File: src/rtl/gige_rx_pack.sv
// Receive packer: folds a byte-wide GMII stream into 64-bit XGMII-style words
// (/S/ data /E/ /T/ idle pad) plus one byte-count entry per frame.
module gige_rx_pack #(
   parameter int unsigned MAX_BYTES = 1600
) (
   input  logic        clk,
   input  logic        reset,
   input  logic        mode_1G,
   input  logic        rx_en,
   input  logic [7:0]  rxd,
   input  logic        rx_dv,
   input  logic        rx_er,
   input  logic        data_fifo_afull,
   input  logic        bcnt_fifo_full,
   output logic        gige_data_fifo_we,
   output logic [63:0] gige_data_fifo_wdata,
   output logic [7:0]  gige_data_fifo_wctrl,
   output logic        gige_bcnt_fifo_we,
   output logic [15:0] gige_bcnt_fifo_wdata,
   output logic        frame_drop
);

   typedef enum logic [2:0] {StIdle, StPack, StTerm, StBcnt, StDiscard} state_e;

   localparam logic [14:0] TruncAt = 15'(MAX_BYTES - 2);
   localparam logic [7:0]  CharS   = 8'hFB;
   localparam logic [7:0]  CharT   = 8'hFD;
   localparam logic [7:0]  CharE   = 8'hFE;
   localparam logic [7:0]  CharI   = 8'h07;

   state_e      state;
   logic [2:0]  lane;
   logic [14:0] bcnt;
   logic [63:0] word;
   logic [7:0]  word_ctrl;
   logic        trunc;
   logic        prev_dv;

   logic        ins_err;
   logic [63:0] word_ins;
   logic [7:0]  ctrl_ins;
   logic [63:0] term_word;
   logic [7:0]  term_ctrl;
   logic        dv_now;

   always_comb begin
      // The byte that would push bcnt to MAX_BYTES-1 is replaced by /E/.
      ins_err  = rx_er | (bcnt == TruncAt);
      word_ins = word;
      ctrl_ins = word_ctrl;
      word_ins[{lane, 3'b000} +: 8] = ins_err ? CharE : rxd;
      ctrl_ins[lane] = ins_err;

      term_word = word;
      term_ctrl = word_ctrl;
      for (int i = 0; i < 8; i++) begin
         if (3'(i) == lane) begin
            term_word[i*8 +: 8] = CharT;
            term_ctrl[i]        = 1'b1;
         end else if (3'(i) > lane) begin
            term_word[i*8 +: 8] = CharI;
            term_ctrl[i]        = 1'b1;
         end
      end

      dv_now = rx_en ? rx_dv : prev_dv;
   end

   always_ff @(posedge clk) begin
      if (reset) begin
         state                <= StIdle;
         lane                 <= 3'd0;
         bcnt                 <= 15'd0;
         word                 <= {8{CharI}};
         word_ctrl            <= 8'hFF;
         trunc                <= 1'b0;
         // Treat the line as mid-frame until a low rx_dv byte is seen.
         prev_dv              <= 1'b1;
         gige_data_fifo_we    <= 1'b0;
         gige_data_fifo_wdata <= {8{CharI}};
         gige_data_fifo_wctrl <= 8'hFF;
         gige_bcnt_fifo_we    <= 1'b0;
         gige_bcnt_fifo_wdata <= 16'd0;
         frame_drop           <= 1'b0;
      end else begin
         gige_data_fifo_we <= 1'b0;
         gige_bcnt_fifo_we <= 1'b0;
         frame_drop        <= 1'b0;
         if (rx_en) begin
            prev_dv <= rx_dv;
         end

         unique case (state)
            StIdle: begin
               if (rx_en && rx_dv) begin
                  if (mode_1G && !prev_dv && !data_fifo_afull && !bcnt_fifo_full) begin
                     word[7:0]    <= CharS;
                     word_ctrl[0] <= 1'b1;
                     lane         <= 3'd1;
                     bcnt         <= 15'd1;
                     trunc        <= 1'b0;
                     state        <= StPack;
                  end else begin
                     frame_drop <= 1'b1;
                     state      <= StDiscard;
                  end
               end
            end

            StPack: begin
               if (rx_en) begin
                  if (rx_dv) begin
                     word      <= word_ins;
                     word_ctrl <= ctrl_ins;
                     lane      <= lane + 3'd1;
                     bcnt      <= bcnt + 15'd1;
                     if (lane == 3'd7) begin
                        gige_data_fifo_we    <= 1'b1;
                        gige_data_fifo_wdata <= word_ins;
                        gige_data_fifo_wctrl <= ctrl_ins;
                     end
                     if (bcnt == TruncAt) begin
                        trunc <= 1'b1;
                        state <= StTerm;
                     end
                  end else begin
                     state <= StTerm;
                  end
               end
            end

            // /T/ always lands here, so bcnt counts it in this state.
            StTerm: begin
               gige_data_fifo_we    <= 1'b1;
               gige_data_fifo_wdata <= term_word;
               gige_data_fifo_wctrl <= term_ctrl;
               bcnt                 <= bcnt + 15'd1;
               state                <= StBcnt;
            end

            StBcnt: begin
               gige_bcnt_fifo_we    <= 1'b1;
               gige_bcnt_fifo_wdata <= {1'b0, bcnt};
               lane                 <= 3'd0;
               state                <= (trunc && dv_now) ? StDiscard : StIdle;
            end

            StDiscard: begin
               if (rx_en && !rx_dv) begin
                  state <= StIdle;
               end
            end

            default: state <= StIdle;
         endcase
      end
   end

endmodule

File: config.mk
export PLATFORM = sky130hd
export DESIGN_NAME = gige_rx_pack
export DESIGN_NICKNAME = d
export VERILOG_FILES = /design/src/rtl/gige_rx_pack.sv
export SDC_FILE = /design/constraint.sdc
export NUM_CORES = 1
export LEC_CHECK = 0
export BUFFER_PORTS_ARGS = -buffer_cell sky130_fd_sc_hd__buf_2
export CAP_MARGIN = 10
export CORE_ASPECT_RATIO = 1.1
export CORE_MARGIN = 3
export CORE_UTILIZATION = 45
export DETAILED_ROUTE_END_ITERATION = 12
export PLACE_DENSITY = 0.65
export RECOVER_POWER = 50
export SYNTH_ARGS = -nofsm -noshare
export SYNTH_HDL_FRONTEND = slang
export SYNTH_SLANG_ARGS = --single-unit
File: constraint.sdc
create_clock -name clk -period 3.8 [get_ports clk]
set_input_delay 0.38 -clock clk [delete_from_list [all_inputs] [get_ports clk]]
set_output_delay 0.38 -clock clk [all_outputs]
set_load 0.05 [all_outputs]
==> results by group, run 1 <==
Setup path
  – Crit Path Class: register to register
  – Most used cell, CP: clkbuf_1
  – Critical path buffers and inverters: 2
  – Crit end category: register
  – Slowest cell on the critical path: clkbuf_1
  – Startpoint types: register
  – Crit path cell chain: nor3b_1 > clkbuf_1 > o22ai_1 > clkbuf_1 > or4_1 > a21oi_1
  – Biggest cell delay along the critical path: about 0.80 ns
  – CP Max Fanout: 21
  – CP top delay family: buffers and inverters
  – Req. time, crit path: between 4 and 5 ns
  – Arr. time, crit path: 3.69 ns

Die
  – Initial core utilization: a little under half
  – Die H: 156 microns
  – IO Pins: 107
  – Die X: roughly 140 microns
  – Die ar.: ~0.022 sq mm
  – Core area: roughly 0.02 sq mm
  – Site Rows: 54

Place
  – I/O Buffers: 105
  – Inst Count DP: 1386
  – HPWL after DPL: 20800 microns
  – Placer Congestion: 0.920

Clock tree
  – CTS tree: built
  – Total CTS buffers: 17
  – CTS max path bufs: 2
  – CTS H-tree lvls: 4
  – Clock root buffer: clkbuf_16
  – Reg clk slew, reported paths: 0.07 ns
  – Clock latency on the worst-skew pair: 0.45 ns
  – CTS sink count: 185
  – Post-CTS setup buffer count: 0
  – Post-CTS resize count: 0
  – Hold buffers post-CTS: 0

Finish
  – Sequential Area: 0.00370 sq mm
  – Utilization after layout: 51.9%
  – Nets: 1179
  – Antenna cells: 0
  – Multi-input gate area: roughly 0.0050 sq mm
  – P&R area growth vs syn: 12.5%
  – Filler Cell Count: 1980
  – Final std cells w/o fill: approximately 1400
  – Layout cells sized above 1: 10.1%

Power and ir drop
  – Net Sw Frac: 29.2%
  – Pwr dens: around 410 mW/mm^2
  – Flop pwr share: a little under half
  – Clk pwr share: 40.8%
  – Pwr Total: 4.29 mW
  – Net switching power: 1.25 mW
  – Internal: 3.04 mW
  – Leakage: 3.60 nW
  – Comb pwr share: 12.3%
  – Worst-case vdd ir drop: 0.000322 V

Logic synthesis
  – Ys flop type: dfxtp_1
  – Synth Instances: 1091
  – Synth cell count leaders: dfxtp_1, nand2_1, nor2_1
  – Syn_area_per_cell: 8.45 sq um
  – Synth warn: 0
  – Ys async rst share: 0%
  – Most numerous cell in the Yosys netlist: dfxtp_1
  – Cell taking the most area after synthesis: dfxtp_1
  – EDFF count, synth: 0
  – Synthesized area: 0.00922 sq mm
  – Yosys reg bits: 185
  – Sequential area share after synthesis: 40.2%
  – Post-synth top area share: 40.2%
  – Post-synth cell types: 77
  – Syn nets: approximately 1100
  – Area contributors post-synth: dfxtp_1, a21oi_1, nand2_1, nor2_1, clkbuf_1

Routing
  – Post-DRT Antenna Nets: 0
  – DR WL met2: 14000 microns
  – Wl on met1: approximately 13000 microns
  – # DRC: 0
  – Drt via density: 6.52
  – Top Layer Used: met4
  – Wire length per cell: about 22 microns
  – Met3 wire len: 2840 microns
  – 1st-pass router iterations: 6
  – Vias: just over 9000
  – Routed wire length: 31400 microns
  – Initial DRC count: 918

Timing
  – Worst-margin pin slew: 1.56 ns
  – Period utilization: around 87%
  – Achievable frequency: 302 MHz
  – Setup TNS: 0 ns
  – Unrepaired setup endpoints after global routing: false
  – Final setup vio count: 0
  – Min Hold Slack: 0.304 ns
  – Rel. slew slack: -3.68%
  – Final min period: 3.31 ns
  – Final hold viol count: 0
  – Final Max Slew Viols: 32
  – Max Clock Skew: 0.0110 ns

Flow run
  – Max-cap violations: 1

Global routing
  – Vias in the first global route: 8481
  – Gr usage total: 27.5%
  – Initial antenna violation count: 0
  – Largest net degree at the start of global routing: about 60
  – First-pass GRT wire length: 48100 microns
  – GR Overflow Total: 0

Run status
  – Status: finished with violations
  – Failing checks: capacitance limit, slew limit

Min path
  – Worst hold path type: primary input to register
-- cells in the final DEF (no fill, tap or decap), types with 9 or more instances in the layout --
| cell type | n |
|---|---|
| nand3_1 | 29 |
| a21oi_1 | 80 |
| a221o_1 | 22 |
| o21ai_0 | 41 |
| a21boi_0 | 14 |
| or2_2 | 9 |
| or4_1 | 9 |
| a31oi_1 | 9 |
| nand2_1 | 108 |
| ha_1 | 10 |
| mux2i_1 | 11 |
| inv_1 | 16 |
| dfxtp_1 | 185 |
| o22ai_1 | 16 |
| a32oi_1 | 11 |
| buf_4 | 33 |
| clkbuf_16 | 17 |
| o311ai_0 | 10 |
| nand4_1 | 12 |
| nor3_1 | 26 |
| o211ai_1 | 13 |
| buf_2 | 14 |
| a211oi_1 | 9 |
| o32ai_1 | 9 |
| a22oi_1 | 20 |
| o31ai_1 | 30 |
| nor4_1 | 21 |
| a221oi_1 | 24 |
| clkbuf_1 | 95 |
| nor2_1 | 97 |
| or3_1 | 11 |
-- cells by family (layout without fill, tap and decap cells) --
group                    Yosys count  after routing  synth area share (%)
XOR/XNOR                           3              3                 0.285
adder cells (fa/ha/maj)           11             11                  1.47
other                              1              1                0.0407
multiplexers                      11             11                  1.19
buffers and inverters            117            192                  5.29
AND/OR/NAND/NOR                  386            386                  21.2
flip-flops                       185            185                  40.2
AO/OA/AOI/OAI                    377            377                  30.3
-- worst register-to-register path, delay by kind of cell (launching register included) --
family	cells	cell delay [ns]
flops	1	0.58
simple gates	2	1.18
buf+inv	2	1.19
compound gates	2	0.29
-- layout make-up --
class,count,share of cell area (%)
clock buffers,19,4.27
clock inverters,13,1.15
inverters,17,0.615
multi-input cells,789,48.7
flip-flops and latches,185,35.7
well taps,252,3.04
repair buffers,143,6.56
-- per-layer routing --
layer | vias up | GRT usage [%]
li1 | 4281 | -
met1 | 4415 | 37.0
met2 | 461 | 42.1
met3 | 85 | 6.16
met4 | 0 | 12.8
met5 | - | 0
-- path summary, 6_finish.rpt --
| check | startpoint | endpoint | slack (ns) | depth (start not counted) |
|---|---|---|---|---|
| setup / recovery | state[1] | bcnt[12] | 0.49 | 6 |
| hold / removal | rxd[2] | word[34] | 0.30 | 3 |
| hold reg to reg | gige_bcnt_fifo_wdata[14] | gige_bcnt_fifo_wdata[14] | 0.45 | 2 |
| setup reg to reg | state[1] | bcnt[12] | 0.49 | 6 |
-- flip-flops by register name, summed over array words and instances (netlist names) --
signal and count:
gige_data_fifo_wctrl 8, word_ctrl 8, lane 3, gige_data_fifo_wdata 64
state 3, prev_dv 1, bcnt 15, word 64
gige_bcnt_fifo_wdata 15, gige_bcnt_fifo_we 1, frame_drop 1, gige_data_fifo_we 1
trunc 1
-- stage by stage --
stage / instance area, sq um / setup slack (ns)
global placement: 9950 / 0.860
global route: 10400 / 0.292
finish: 10400 / 0.488
floorplan: 9220 / 0.536
CTS: 10500 / 0.776
detailed placement: 9950 / 0.748
-- power by group through the flow --
stage / registers (mW) / clock network, mW / logic, mW
floorplan: 2.10 / 0 / 0.304
global placement: 2.06 / 0 / 0.520
detailed placement: 2.06 / 0 / 0.522
CTS: 2.01 / 1.76 / 0.524
global route: 2.02 / 1.85 / 0.555
finish: 2.01 / 1.75 / 0.527
No activity file was read; power rests on OpenSTA's default activity.
==> run 2, diff against run 1 <==
--- a/config.mk
+++ b/config.mk
@@ -12,7 +12,7 @@
 export CORE_UTILIZATION = 45
 export DETAILED_ROUTE_END_ITERATION = 12
 export PLACE_DENSITY = 0.65
-export RECOVER_POWER = 50
+export RECOVER_POWER = 25
 export SYNTH_ARGS = -nofsm -noshare
 export SYNTH_HDL_FRONTEND = slang
 export SYNTH_SLANG_ARGS = --single-unit
==> results by group, run 2 (synthesized netlist as in run 1, its figures left out) <==
Setup path
  – Req. time, crit path: 4.04 ns (was 4.18 ns)
  – R2R setup slack: 0.73 ns (was 0.49 ns)
  – CP Max Fanout: 16 (was 21)
  – Crit Path Class: register to register (unchanged)
  – Worst r2r src: lane[1] (was state[1])
  – Crit end category: register (unchanged)
  – Arr. time, crit path: 3.30 ns (was 3.69 ns)
  – R2R cell count: 8 (was 6)
  – RR Endpoint: word[5] (was bcnt[12])
  – Startpoint types: register (unchanged)

Clock tree
  – CTS tree: built (unchanged)
  – Post-CTS resize count: 0 (unchanged)
  – CTS H-tree lvls: 4 (unchanged)
  – Reg clk slew, reported paths: 0.07 ns (about the same)
  – CTS sink count: 185 (unchanged)
  – Total CTS buffers: 17 (unchanged)
  – Clock root buffer: clkbuf_16 (unchanged)
  – CTS max path bufs: 2 (unchanged)
  – Hold buffers post-CTS: 0 (unchanged)
  – Clock latency on the worst-skew pair: 0.44 ns (was 0.45 ns)
  – Post-CTS setup buffer count: 0 (unchanged)

Finish
  – Antenna cells: 0 (unchanged)
  – Layout cells sized above 1: 12.5% (was 10.1%)
  – Top flop regs: gige_data_fifo_wdata x64, word x64 (unchanged)
  – Filler Cell Count: 1961 (was 1980)
  – Nets: 1179 (unchanged)
  – P&R area growth vs syn: 13.0% (was 12.5%)
  – Most common cell after layout, fill and taps aside: dfxtp_1 (unchanged)
  – Most frequent cells in the layout: dfxtp_1, nand2_1, nor2_1 (unchanged)
  – Final std cells w/o fill: 1418 (unchanged)

Place
  – Inst Count DP: 1386 (unchanged)
  – I/O Buffers: 105 (unchanged)
  – Placer Congestion: 0.920 (unchanged)
  – HPWL after DPL: 20800 microns (unchanged)
  – Pre-CTS WS: 0.748 ns (unchanged)

Global routing
  – Initial antenna violation count: 0 (unchanged)
  – First-pass GRT wire length: 48100 microns (unchanged)
  – Vias in the first global route: 8481 (unchanged)
  – Largest net degree at the start of global routing: 61 (unchanged)
  – GR Overflow Total: 0 (unchanged)
  – Gr usage total: 27.5% (unchanged)

Min path
  – Hold_sp: rxd[2] (unchanged)
  – Worst hold path type: primary input to register (unchanged)
  – Hold Path Stages: 3 (unchanged)
  – Hold Path Sink: word[34] (unchanged)

Timing
  – Final min period: 3.07 ns (was 3.31 ns)
  – Setup TNS: 0 ns (unchanged)
  – Final Max Slew Viols: 32 (unchanged)
  – Rel. slew slack: -3.34% (was -3.68%)
  – Unrepaired setup endpoints after global routing: false (unchanged)
  – Max Clock Skew: 0.0109 ns (was 0.0110 ns)
  – Period utilization: 80.7% (was 87.2%)
  – Worst-margin pin slew: 1.55 ns (was 1.56 ns)
  – Final setup vio count: 0 (unchanged)
  – Final WS setup: 0.735 ns (was 0.488 ns)
  – Final hold viol count: 0 (unchanged)
  – Achievable frequency: 326 MHz (was 302 MHz)

Run status
  – Failing checks: capacitance limit, slew limit (unchanged)
  – Status: finished with violations (unchanged)

Routing
  – 1st-pass router iterations: 6 (unchanged)
  – Post-DRT Antenna Nets: 0 (unchanged)
  – # DRC: 0 (unchanged)
  – Routed wire length: 31300 microns (was 31400 microns)
  – Vias: 9270 (was 9242)
  – Initial DRC count: 951 (was 918)
  – Drt via density: 6.54 (was 6.52)
  – Wire length per cell: 22.1 microns (about the same)

Power and ir drop
  – Leakage: 3.66 nW (was 3.60 nW)
  – Internal: 3.04 mW (about the same)
  – Clk pwr share: 40.7% (was 40.8%)
  – Pwr dens: 412 mW/mm^2 (was 413 mW/mm^2)
  – Net switching power: 1.25 mW (about the same)
  – Worst-case vdd ir drop: 0.000318 V (was 0.000322 V)
  – Net Sw Frac: 29.1% (was 29.2%)
  – Flop pwr share: 46.9% (about the same)
  – Comb pwr share: 12.3% (about the same)

Die
  – Initial core utilization: 46.1% (unchanged)
  – Die X: 142 microns (unchanged)
  – Core area: 0.0200 sq mm (unchanged)
  – Die ar.: 0.0222 sq mm (unchanged)
  – Site Rows: 54 (unchanged)
  – Die H: 156 microns (unchanged)
  – IO Pins: 107 (unchanged)

Flow run
  – Max-cap violations: 1 (unchanged)
-- run 2: changes by cell type in the layout (fill, tap and decap cells not counted), sizes merged --
cell,previous run,this run
buf,47,75
clkbuf,115,87
-- run 2: worst max path at each step --
stage	start	end	slack, ns
finish	lane[1]	word[5]	0.73
global placement	lane[1]	gige_data_fifo_wdata[33]	0.86
CTS	lane[1]	gige_data_fifo_wdata[33]	0.78
floorplan	lane[1]	word[17]	0.54
global route	lane[1]	word[3]	0.51
detailed placement	lane[1]	gige_data_fifo_wdata[33]	0.75
-- run 2: final cells by class --
cell class | instances | area [sq um] | share of cell area [%]
clock buffers | 19 | 443 | 4.25
clock inverters | 13 | 119 | 1.14
inverters | 17 | 63.8 | 0.612
multi-input cells | 789 | 5050 | 48.5
flip-flops and latches | 185 | 3700 | 35.5
well taps | 252 | 315 | 3.02
repair buffers | 143 | 726 | 6.96
-- run 2: metal layers --
metal	routed length (microns)	vias up	track usage, %
met4	1320	0	12.8
met3	2620	86	6.16
met1	13300	4439	37.0
met5	0	-	0
li1	-	4287	-
met2	14100	458	42.1
-- run 2: per-stage QoR --
stage	total power [mW]	util (%)	cell area, sq um	hold WS [ns]
2_1_floorplan	2.41	-	9220	0.430
3_3_place_gp	2.57	49.7	9950	0.439
3_5_place_dp	2.58	49.7	9950	0.443
4_1_cts	4.30	52.6	10500	0.296
5_1_grt	4.43	52.1	10400	0.307
6_report	4.29	52.1	10400	0.302
-- run 2: power groups by stage --
stage / clock [mW] / sequential [mW] / combinational, mW
floorplan: 0 / 2.10 / 0.304
global placement: 0 / 2.06 / 0.520
detailed placement: 0 / 2.06 / 0.522
CTS: 1.76 / 2.01 / 0.524
global route: 1.85 / 2.02 / 0.559
finish: 1.75 / 2.01 / 0.529
-- run 2: critical path, cell delays in order (launching register included) --
cell and delay [ns]:
dfxtp_1 0.48, inv_1 0.13, ha_1 0.23, ha_1 0.60
nor3b_1 0.15, buf_4 0.19, and3_1 0.17, o21ai_0 0.69
a221oi_1 0.21
==> run 3, diff against run 2 <==
==> constraint.sdc (replaced) <==
create_clock -name clk -period 3.1 [get_ports clk]
set_input_delay 0.31 -clock clk [delete_from_list [all_inputs] [get_ports clk]]
set_output_delay 0.31 -clock clk [all_outputs]
set_load 0.05 [all_outputs]
==> results by group, run 3 (synthesized netlist as in run 1, its figures left out) <==
Place
  – Placer Congestion: 0.945 (was 0.920)
  – HPWL after DPL: 21200 microns (was 20800 microns)
  – Inst Count DP: 1401 (was 1386)
  – I/O Buffers: 105 (unchanged)

Finish
  – Final std cells w/o fill: 1433 (was 1418)
  – Most frequent cells in the layout: dfxtp_1, nand2_1, nor2_1 (unchanged)
  – Antenna cells: 0 (unchanged)
  – Nets: 1194 (was 1179)
  – Most common cell after layout, fill and taps aside: dfxtp_1 (unchanged)
  – P&R area growth vs syn: 15.4% (was 13.0%)
  – Layout cells sized above 1: 14.0% (was 12.5%)
  – Top flop regs: gige_data_fifo_wdata x64, word x64 (unchanged)

Timing
  – Rel. slew slack: 3.22% (was -3.34%)
  – Achievable frequency: 382 MHz (was 326 MHz)
  – Min Hold Slack: 0.225 ns (was 0.302 ns)
  – Unrepaired setup endpoints after global routing: false (unchanged)
  – Setup TNS: 0 ns (unchanged)
  – Final hold viol count: 0 (unchanged)
  – Max Clock Skew: 0.0107 ns (was 0.0109 ns)
  – Period utilization: 84.5% (was 80.7%)
  – Final setup vio count: 0 (unchanged)
  – Worst-margin pin slew: 1.45 ns (was 1.55 ns)
  – Final min period: 2.62 ns (was 3.07 ns)
  – Final Max Slew Viols: 0 (was 32)

Clock tree
  – Post-CTS resize count: 0 (unchanged)
  – Clock root buffer: clkbuf_16 (unchanged)
  – Post-CTS setup buffer count: 0 (unchanged)
  – Hold buffers post-CTS: 0 (unchanged)
  – CTS tree: built (unchanged)
  – Reg clk slew, reported paths: 0.07 ns (about the same)
  – Clock latency on the worst-skew pair: 0.44 ns (about the same)
  – CTS H-tree lvls: 4 (unchanged)
  – CTS max path bufs: 2 (unchanged)
  – Total CTS buffers: 17 (unchanged)
  – CTS sink count: 185 (unchanged)

Routing
  – Initial DRC count: 1023 (was 951)
  – Wire length per cell: 21.9 microns (was 22.1 microns)
  – Post-DRT Antenna Nets: 0 (unchanged)
  – # DRC: 0 (unchanged)
  – Routed wire length: 31300 microns (about the same)
  – Drt via density: 6.44 (was 6.54)
  – Vias: 9229 (was 9270)
  – 1st-pass router iterations: 6 (unchanged)

Run status
  – Status: completed (was finished with violations)

Global routing
  – Gr usage total: 27.9% (was 27.5%)
  – Vias in the first global route: 8568 (was 8481)
  – GR Overflow Total: 0 (unchanged)
  – Largest net degree at the start of global routing: 69 (was 61)
  – Initial antenna violation count: 0 (unchanged)
  – First-pass GRT wire length: 49100 microns (was 48100 microns)

Setup path
  – Critical path buffers and inverters: 0 (was 2)
  – Critical path depth in cells: 4 (was 8)
  – Arr. time, crit path: 2.90 ns (was 3.30 ns)
  – CP Max Fanout: 17 (was 16)
  – Slowest cell on the critical path: nor3_1 (was o21ai_0)
  – Biggest cell delay along the critical path: 0.67 ns (was 0.69 ns)
  – Crit end category: register (unchanged)
  – Startpoint types: register (unchanged)
  – CP top delay family: simple AND/OR/NAND/NOR gates (was compound AO/OA/AOI/OAI gates)
  – Crit Path Class: register to register (unchanged)
  – Req. time, crit path: 3.38 ns (was 4.04 ns)
  – Crit path cell chain: and3b_1 > nand2_1 > nor3_1 > a221oi_1 (was inv_1 > ha_1 > ha_1 > nor3b_1 > buf_4 > and3_1 > o21ai_0 > a221oi_1)
  – R2R cell count: 4 (was 8)

Power and ir drop
  – Pwr dens: 514 mW/mm^2 (was 412 mW/mm^2)
  – Leakage: 3.75 nW (was 3.66 nW)
  – Worst-case vdd ir drop: 0.000374 V (was 0.000318 V)
  – Net switching power: 1.52 mW (was 1.25 mW)
  – Net Sw Frac: 27.7% (was 29.1%)
  – Flop pwr share: 45.0% (was 46.9%)
  – Clk pwr share: 42.8% (was 40.7%)
  – Comb pwr share: 12.2% (was 12.3%)
  – Internal: 3.96 mW (was 3.04 mW)

Die
  – Die X: 142 microns (unchanged)
  – IO Pins: 107 (unchanged)
  – Die H: 156 microns (unchanged)
  – Initial core utilization: 46.1% (unchanged)
  – Die ar.: 0.0222 sq mm (unchanged)
  – Core area: 0.0200 sq mm (unchanged)
  – Site Rows: 54 (unchanged)

Flow run
  – Max-cap violations: 0 (was 1)

Min path
  – Worst hold path type: primary input to register (unchanged)
  – Hold Path Stages: 3 (unchanged)
## run 3: changes by cell type in the layout (fill, tap and decap cells not counted), moves of 2 or more
cell	previous run	this run
clkinv_2	4	0
nor4_2	0	2
buf_4	38	52
nor4_1	21	19
clkbuf_8	1	3
bufinv_16	1	3
inv_6	4	2
## run 3: area by class of cell
class / instances / area, sq um
fillers: 1934 / 9360
multi-input cells: 789 / 5080
flip-flops and latches: 185 / 3700
repair buffers: 158 / 851
clock buffers: 21 / 470
well taps: 252 / 315
clock inverters: 11 / 160
inverters: 17 / 63.8
## run 3: worst paths after layout
check	slack, ns	endpoint	from
min reg2reg	0.45	gige_bcnt_fifo_wdata[6]	gige_bcnt_fifo_wdata[6]
max	0.48	word[5]	state[1]
min	0.23	word[34]	rxd[2]
max reg2reg	0.48	word[5]	state[1]
## run 3: metal layers
| layer | GRT usage [%] | share of wire [%] |
|---|---|---|
| met5 | 0 | 0 |
| met4 | 11.5 | 3.8 |
| met1 | 37.6 | 42 |
| met2 | 43.2 | 46 |
| met3 | 6.38 | 8.3 |
## run 3: metrics by stage
stage	instance area (sq um)	worst slack [ns]	power, mW	util, %
floorplan	9250	0.0221	2.95	-
global placement	10100	0.592	3.17	50.5
detailed placement	10100	0.557	3.17	50.5
CTS	10700	0.554	5.49	53.6
global route	10600	0.269	5.64	53.2
finish	10600	0.480	5.47	53.2
## run 3: power groups by stage
stage,combinational (mW),clock (mW),sequential [mW]
floorplan,0.375,0,2.58
CTS,0.657,2.37,2.46
global placement,0.653,0,2.52
detailed placement,0.654,0,2.52
global route,0.706,2.47,2.47
finish,0.666,2.34,2.46
## run 3: worst reg2reg max path, stage by stage (launching register included)
cell      delay (ns)
dfxtp_1         0.44
and3b_1         0.65
nand2_1         0.55
nor3_1          0.67
a221oi_1        0.15
